## config.mk

```make
export PLATFORM = sky130hd
export DESIGN_NAME = mul_sequencer
export DESIGN_NICKNAME = d
export VERILOG_FILES = /design/src/rtl/sap_ctrl_pkg.sv /design/src/rtl/mul_sequencer.sv
export SDC_FILE = /design/constraint.sdc
export NUM_CORES = 1
export LEC_CHECK = 0
export CAP_MARGIN = 5
export CORE_UTILIZATION = 51
export CTS_CLUSTER_DIAMETER = 100
export DETAILED_ROUTE_END_ITERATION = 10
export PLACE_DENSITY = 0.82
export SLEW_MARGIN = 40
export SYNTH_ARGS = -nofsm -noshare
export SYNTH_HDL_FRONTEND = slang
export SYNTH_SLANG_ARGS = --single-unit
```

## constraint.sdc

```tcl
create_clock -name clk -period 2.4 [get_ports clk]
set_input_delay 0.24 -clock clk [delete_from_list [all_inputs] [get_ports clk]]
set_output_delay 0.24 -clock clk [all_outputs]
set_load 0.02 [all_outputs]
```

## src/rtl/sap_ctrl_pkg.sv

```systemverilog
// Shared control-path definitions for the SAP sequencers and the instruction decoder.
// Holds the AH/AL select encodings, the multiply FSM states and the aluNacc control word.
package sap_ctrl_pkg;

    localparam logic [1:0] SEL_HOLD = 2'b00;
    localparam logic [1:0] SEL_SHR  = 2'b01;
    localparam logic [1:0] SEL_LOAD = 2'b11;

    typedef enum logic [2:0] {
        IDLE,
        LOAD_H,
        LOAD_L,
        CLR_H,
        ADD,
        SHIFT,
        DONE
    } mul_state_t;

    typedef struct packed {
        logic       ah_inen;
        logic       ah_reset;
        logic [1:0] hs;
        logic [1:0] ls;
        logic       s_mul;
        logic       busy;
        logic       done;
    } ctrl_word_t;

    // Moore output word driven while the sequencer sits in state s.
    function automatic ctrl_word_t ctrl_word(input mul_state_t s);
        ctrl_word_t w;
        w = '0;
        case (s)
            LOAD_H: begin
                w.ah_inen = 1'b1;
                w.hs      = SEL_LOAD;
                w.busy    = 1'b1;
            end
            LOAD_L: begin
                w.ls   = SEL_LOAD;
                w.busy = 1'b1;
            end
            CLR_H: begin
                w.ah_reset = 1'b1;
                w.busy     = 1'b1;
            end
            ADD: begin
                w.hs    = SEL_LOAD;
                w.s_mul = 1'b1;
                w.busy  = 1'b1;
            end
            SHIFT: begin
                w.hs   = SEL_SHR;
                w.ls   = SEL_SHR;
                w.busy = 1'b1;
            end
            DONE: begin
                w.done = 1'b1;
                w.busy = 1'b1;
            end
            default: w = '0;
        endcase
        return w;
    endfunction

endpackage

```

## src/rtl/mul_sequencer.sv

```systemverilog
// Turns a single start request into the shift-add multiply (or load-only) control
// word sequence for aluNacc. Outputs are registered alongside the state they belong to.
module mul_sequencer
    import sap_ctrl_pkg::*;
#(
    parameter int unsigned WIDTH = 4
) (
    input  logic       clk,
    input  logic       clr,
    input  logic       start,
    input  logic       mode,
    output logic       ah_inen,
    output logic       ah_reset,
    output logic [1:0] hs,
    output logic [1:0] ls,
    output logic       s_mul,
    output logic       busy,
    output logic       done
);

    localparam int unsigned CNT_W = $clog2(WIDTH) + 1;

    mul_state_t       state;
    logic [CNT_W-1:0] cnt;
    logic             mode_q;
    ctrl_word_t       cw;

    // State, counter and output word advance together so the word always matches the state.
    always_ff @(posedge clk) begin
        if (clr) begin
            state  <= IDLE;
            cnt    <= '0;
            mode_q <= 1'b0;
            cw     <= '0;
        end else begin
            case (state)
                IDLE: begin
                    if (start) begin
                        state  <= LOAD_H;
                        mode_q <= mode;
                        cw     <= ctrl_word(LOAD_H);
                    end else begin
                        cw <= ctrl_word(IDLE);
                    end
                end
                LOAD_H: begin
                    state <= LOAD_L;
                    cw    <= ctrl_word(LOAD_L);
                end
                LOAD_L: begin
                    if (mode_q) begin
                        state <= DONE;
                        cw    <= ctrl_word(DONE);
                    end else begin
                        state <= CLR_H;
                        cw    <= ctrl_word(CLR_H);
                    end
                end
                CLR_H: begin
                    cnt   <= '0;
                    state <= ADD;
                    cw    <= ctrl_word(ADD);
                end
                ADD: begin
                    state <= SHIFT;
                    cw    <= ctrl_word(SHIFT);
                end
                SHIFT: begin
                    cnt <= cnt + CNT_W'(1);
                    // cnt still holds the pairs completed before this one
                    if (cnt == CNT_W'(WIDTH - 1)) begin
                        state <= DONE;
                        cw    <= ctrl_word(DONE);
                    end else begin
                        state <= ADD;
                        cw    <= ctrl_word(ADD);
                    end
                end
                DONE: begin
                    state <= IDLE;
                    cw    <= ctrl_word(IDLE);
                end
                default: begin
                    state <= IDLE;
                    cw    <= '0;
                end
            endcase
        end
    end

    assign ah_inen  = cw.ah_inen;
    assign ah_reset = cw.ah_reset;
    assign hs       = cw.hs;
    assign ls       = cw.ls;
    assign s_mul    = cw.s_mul;
    assign busy     = cw.busy;
    assign done     = cw.done;

endmodule

```

==> results of run 1 <==
-- final cells by class --
cell class / count / area (µm²) / area share, %
Sequential cell: 16 / 320 / 40.4
Multi-Input combinational cell: 50 / 309 / 39.0
Timing Repair Buffer: 12 / 120 / 15.1
Clock buffer: 3 / 22.5 / 2.84
Tap cell: 14 / 17.5 / 2.21
Inverter: 1 / 3.75 / 0.473
-- layout by cell type (no fill, tap or decap) --
cell type,count
a31oi_1,2
nand4b_1,2
clkbuf_4,3
nor3b_1,2
nand2b_1,2
xnor2_1,1
nand2_1,7
o21ai_0,3
or4b_4,1
nand3_1,2
dfxtp_1,16
nor4b_1,1
nor2_1,9
a21bo_2,1
clkdlybuf4s50_1,12
o32a_1,1
and3b_1,1
nor3_1,2
mux2i_1,1
a21oi_1,6
a32oi_1,1
a221oi_1,1
nor2b_1,1
ha_1,2
nand3b_1,1
inv_1,1
-- kinds of logic (layout without fill, tap and decap cells) --
| logic type | Yosys count | in the layout | share of synthesized area, % |
|---|---|---|---|
| muxes | 1 | 1 | 1.51 |
| xor gates and xnor gates | 1 | 1 | 1.32 |
| adders and majority gates | 2 | 2 | 3.77 |
| AOI/OAI and AO/OA | 15 | 15 | 14.3 |
| and+or+nand+nor | 31 | 31 | 25.7 |
| DFF | 16 | 16 | 48.3 |
| buffers and inverters | 6 | 16 | 5.09 |
-- registers in the layout (all words and copies together) (netlist names) --
name / flops
ah_reset: 1
busy: 1
mode_q: 1
state: 3
ls: 2
s_mul: 1
ah_inen: 1
done: 1
hs: 2
cnt: 3
-- per-stage QoR --
step	instance area (µm²)	hold slack [ps]	cells	worst slack [ps]	util, %
2_1_floorplan	663	316	72	1150	-
3_3_place_gp	771	473	93	860	66.7
3_5_place_dp	771	481	93	815	66.7
4_1_cts	793	497	96	952	68.6
5_1_grt	793	522	96	910	68.6
6_report	793	492	96	966	68.6
-- routing by layer --
metal	GRT usage, %	part of all wire, %	vias up
met5	0	0	-
met4	10.7	0.99	0
met3	5.23	3.6	2
met2	25.8	44	12
met1	24.7	51	236
li1	-	-	275
-- report_power, final --
part,switching [mW],total [mW],internal (mW)
registers,0.0337,0.324,0.290
clock network,0.0734,0.131,0.0580
logic,0.0560,0.121,0.0654
-- worst min-delay path by stage --
stage                                    from                  end  slack (ps)
after global placement    cnt[2]$_SDFFE_PP0P_  cnt[2]$_SDFFE_PP0P_         470
after CTS                 cnt[2]$_SDFFE_PP0P_  cnt[2]$_SDFFE_PP0P_         500
after global routing      cnt[2]$_SDFFE_PP0P_  cnt[2]$_SDFFE_PP0P_         520
final                     cnt[1]$_SDFFE_PP0P_  cnt[1]$_SDFFE_PP0P_         490
after detailed placement  cnt[2]$_SDFFE_PP0P_  cnt[2]$_SDFFE_PP0P_         480
after floorplan                           clr     s_mul$_SDFF_PP0_         320
==> flow_metrics.env, run 1 <==
export IMPL_synth_distinct_cells=27
export IMPL_min_path_cells=2
export IMPL_synth_main_ff_cell="dfxtp_1"
export IMPL_crit_arrival_ps=1190
export IMPL_cp_max_fo=1
export IMPL_ys_seq_elements=16
export IMPL_ctsHoldBuffers=0
export IMPL_cts_root_buf="clkbuf_4"
export IMPL_path_depth=1
export IMPL_path_class="reg -> out"
export IMPL_synth_edff_count=0
export IMPL_start_kind="register"
export IMPL_drt_iter0_drc=10
export IMPL_crit_chain="clkdlybuf4s50_1"
export IMPL_crit_buf_inv=1
export IMPL_grt_ovfl_total=0
export IMPL_critPathSlowestCell="clkdlybuf4s50_1"
export IMPL_relSlewSlack_pct=64.4
export IMPL_rsz0062_at_grt="false"
export IMPL_required_ps=2160
export IMPL_grt_pass1_wl_um=1820
export IMPL_r2r_start="state[0]$_SDFFE_PP0P_"
export IMPL_p_per_area_mw_per_mm2=727
export IMPL_syn_avg_cell_area_um2=9.21
export IMPL_power_leakage_nw=0.282
export IMPL_status="completed"
export IMPL_crit_end="ah_inen"
export IMPL_clock_latency_ps=270
export IMPL_die_h_um=38.1
export IMPL_reg2regPathDepth=3
export IMPL_netlist_area_um2=663
export IMPL_vias_per_cell=5.47
export IMPL_detail_route_antenna_nets=0
export IMPL_crit_path_start="ah_inen$_SDFF_PP0_"
export IMPL_yosysTopAreaCellShare_pct=48.3
export IMPL_fillers=101
export IMPL_antenna_found_initial=0
export IMPL_design_power_total_mw=0.577
export IMPL_drcViolationCount=0
export IMPL_globalplace_congestion=0.769
export IMPL_hold_violations=0
export IMPL_nets=90
export IMPL_clk_pin_slew_ps=80
export IMPL_initial_core_util_pct=57.4
export IMPL_cts_htree_levels=1
export IMPL_period_needed_ps=1430
export IMPL_grt_pass1_vias=412
export IMPL_synth_area_leaders="dfxtp_1, nor2_1, a21oi_1"
export IMPL_ios=13
export IMPL_cts_buffers=3
export IMPL_firstDrtPassIters=4
export IMPL_fin_crit_sh_pct=59.7
export IMPL_yosys_top_cells_count="dfxtp_1, nor2_1, nand2_1"
export IMPL_synth_fp_nets=78
export IMPL_diodes=0
export IMPL_fmax_mhz=698
export IMPL_rows=12
export IMPL_fp_dieW_um=38.1
export IMPL_post_cts_buffers=0
export IMPL_clock_sinks=16
export IMPL_reg2reg_to="mode_q$_SDFFE_PP0P_"
export IMPL_vias=525
export IMPL_grt_usage_pct=18.4
export IMPL_worstSetupEndpointType="output pin"
export IMPL_fin_skew_ps=2.50
export IMPL_ff2ff_setup_slack_ps=990
export IMPL_areaGrowthSynthToFinish_pct=19.6
export IMPL_wl_per_cell_um=11.6
export IMPL_drive_gt1_share_pct=6.10
export IMPL_postCtsResizedCells=0
export IMPL_wirelength_um=1110
export IMPL_core_region_area_mm2=0.00116
export IMPL_peakVddDrop_v=0.000362
export IMPL_setup_viol=0
export IMPL_synth_yosys_seq_area_share_pct=48.3
export IMPL_ys_async_sr_fraction_pct=0
export IMPL_cp_top_family="buffers and inverters"
export IMPL_cts_tree="built"
export IMPL_yosys_area_top_type="dfxtp_1"
export IMPL_io_buffers=12
export IMPL_die_area_mm2=0.00145
export IMPL_min_path_type="reg -> reg"
export IMPL_grt_max_degree=20
export IMPL_syn_inst=72
export IMPL_dpl_hpwl_um=749
export IMPL_cts_buffer_depth=2
export IMPL_drv_cap=0
export IMPL_max_stage_delay_ps=600
export IMPL_tightest_slew_ps=533
export IMPL_yosysWarnings=0
export IMPL_final_setup_tns_ps=0
export IMPL_post_synth_top_count_cell="dfxtp_1"
export IMPL_drv_slew=0
No activity file was read; power rests on OpenSTA's default activity.
==> run 2, diff against run 1 <==
- CORE_UTILIZATION: 51 -> 48
- PLACE_DENSITY: 0.82 -> 0.78
- clock period: 2.4 -> 1.33 ns (I/O delays scaled with it)
==> run 2 against run 1 <==
  * Non-clock buffer count grew 12
  * Global-route usage grew 2.0 points
  * Hold slack lost 22 ps
  * Clock skew grew 4.2 ps
  * Via count grew 9.5%
  * Register-to-register slack lost 900 ps
  * Sequential share of layout area shrank 5.3 points
  * Sequential power grew 69%
  * Clock-buffer cell count grew 1
  * Total power grew 100%
  * Critical path type is now reg -> reg
==> flow_metrics.env, run 2 (synthesized netlist as in run 1, its figures left out) <==
export IMPL_initial_core_util_pct=51.6
export IMPL_vias=575
export IMPL_tightest_slew_ps=292
export IMPL_core_region_area_mm2=0.00128
export IMPL_grt_pass1_vias=526
export IMPL_required_ps=1500
export IMPL_grt_ovfl_total=0
export IMPL_ios=13
export IMPL_worstSetupEndpointType="register"
export IMPL_diodes=0
export IMPL_wl_per_cell_um=11.8
export IMPL_fp_dieW_um=39.2
export IMPL_areaGrowthSynthToFinish_pct=37.5
export IMPL_detail_route_antenna_nets=0
export IMPL_setup_viol=0
export IMPL_globalplace_congestion=0.846
export IMPL_status="completed"
export IMPL_postCtsResizedCells=6
export IMPL_period_needed_ps=1240
export IMPL_final_common_cell="dfxtp_1"
export IMPL_hold_violations=0
export IMPL_drcViolationCount=0
export IMPL_power_leakage_nw=0.441
export IMPL_relSlewSlack_pct=80.5
export IMPL_cts_buffer_depth=2
export IMPL_crit_arrival_ps=1410
export IMPL_path_class="reg -> reg"
export IMPL_firstDrtPassIters=4
export IMPL_post_cts_buffers=0
export IMPL_fmax_mhz=808
export IMPL_vias_per_cell=5.23
export IMPL_reg_top3="cnt: 3 flops, state: 3 flops"
export IMPL_clock_sinks=16
export IMPL_clk_pin_slew_ps=90
export IMPL_grt_pass1_wl_um=2150
export IMPL_ctsHoldBuffers=0
export IMPL_fin_crit_sh_pct=93.1
export IMPL_nets=102
export IMPL_antenna_found_initial=0
export IMPL_setup_slack_ps=91.9
export IMPL_cts_tree="built"
export IMPL_io_buffers=12
export IMPL_cts_htree_levels=1
export IMPL_cp_max_fo=3
export IMPL_postLayoutCoreUtil_pct=71.0
export IMPL_fin_skew_ps=6.70
export IMPL_cts_buffers=3
export IMPL_drive_gt1_share_pct=21.1
export IMPL_die_area_mm2=0.00153
export IMPL_rows=13
export IMPL_die_h_um=39.2
export IMPL_p_per_area_mw_per_mm2=1270
export IMPL_dpl_hpwl_um=967
export IMPL_drv_cap=0
export IMPL_peakVddDrop_v=0.000668
export IMPL_wirelength_um=1300
export IMPL_start_kind="register"
export IMPL_clock_latency_ps=280
export IMPL_rsz0062_at_grt="false"
export IMPL_grt_usage_pct=20.3
export IMPL_pre_cts_ws_ps=-103
export IMPL_mostFrequentLayoutCells="dfxtp_1, buf_4, nor2_1"
export IMPL_min_path_type="in -> reg"
export IMPL_drt_iter0_drc=11
export IMPL_cts_root_buf="clkbuf_4"
export IMPL_grt_max_degree=12
export IMPL_drv_slew=0
[run 2: worst max-delay path, cell delays in order (launching register included)]
cell and delay [ps]:
dfxtp_1 330, ha_1 190, ha_1 200, buf_4 150
nand2b_1 130, nand3b_1 80, a21oi_1 70
[run 2: worst paths after layout]
path                            cells after the start  slack (ps)                 from               endpoint
worst max-delay path                                6          90  cnt[0]$_SDFFE_PP0P_  state[1]$_SDFFE_PP0P_
worst max register to register                      6          90  cnt[0]$_SDFFE_PP0P_  state[1]$_SDFFE_PP0P_
worst min register to register                      2         490  cnt[2]$_SDFFE_PP0P_    cnt[2]$_SDFFE_PP0P_
worst min-delay path                                3         470                 mode    mode_q$_SDFFE_PP0P_
[run 2: where the power goes]
part / total, mW / switching, mW / internal, mW / leakage, nW
Combinational: 0.304 / 0.156 / 0.148 / 0.289
Sequential: 0.546 / 0.0227 / 0.523 / 0.131
Clock: 0.311 / 0.145 / 0.166 / 0.0210
Total: 1.16 / 0.323 / 0.838 / 0.441
[run 2: cell type report]
class                      count  area (µm²)
multi-input combinational     50         319
fill                         103         373
sequential                    16         320
tap                           15        18.8
inverter                       1        3.75
clock buffer                   4        36.3
timing repair buffer          24         214
[run 2: stage by stage]
step / std cells / hold WS (ps) / instance area [µm²] / power (mW) / setup TNS, ps
global route: 110 / 475 / 912 / 1.22 / 0
finish: 110 / 470 / 912 / 1.16 / 0
CTS: 110 / 462 / 897 / 1.17 / 0
floorplan: 72 / 209 / 663 / 0.744 / 0
global placement: 106 / 472 / 862 / 0.864 / -52.6
detailed placement: 106 / 479 / 862 / 0.869 / -103
[run 2: per-layer routing]
layer,global-route usage (%),vias to the layer above,part of all wire (%)
li1,-,302,-
met1,24.7,260,46
met2,36.3,13,50
met3,5.20,0,4.5
met4,2.59,0,0
met5,0,-,0
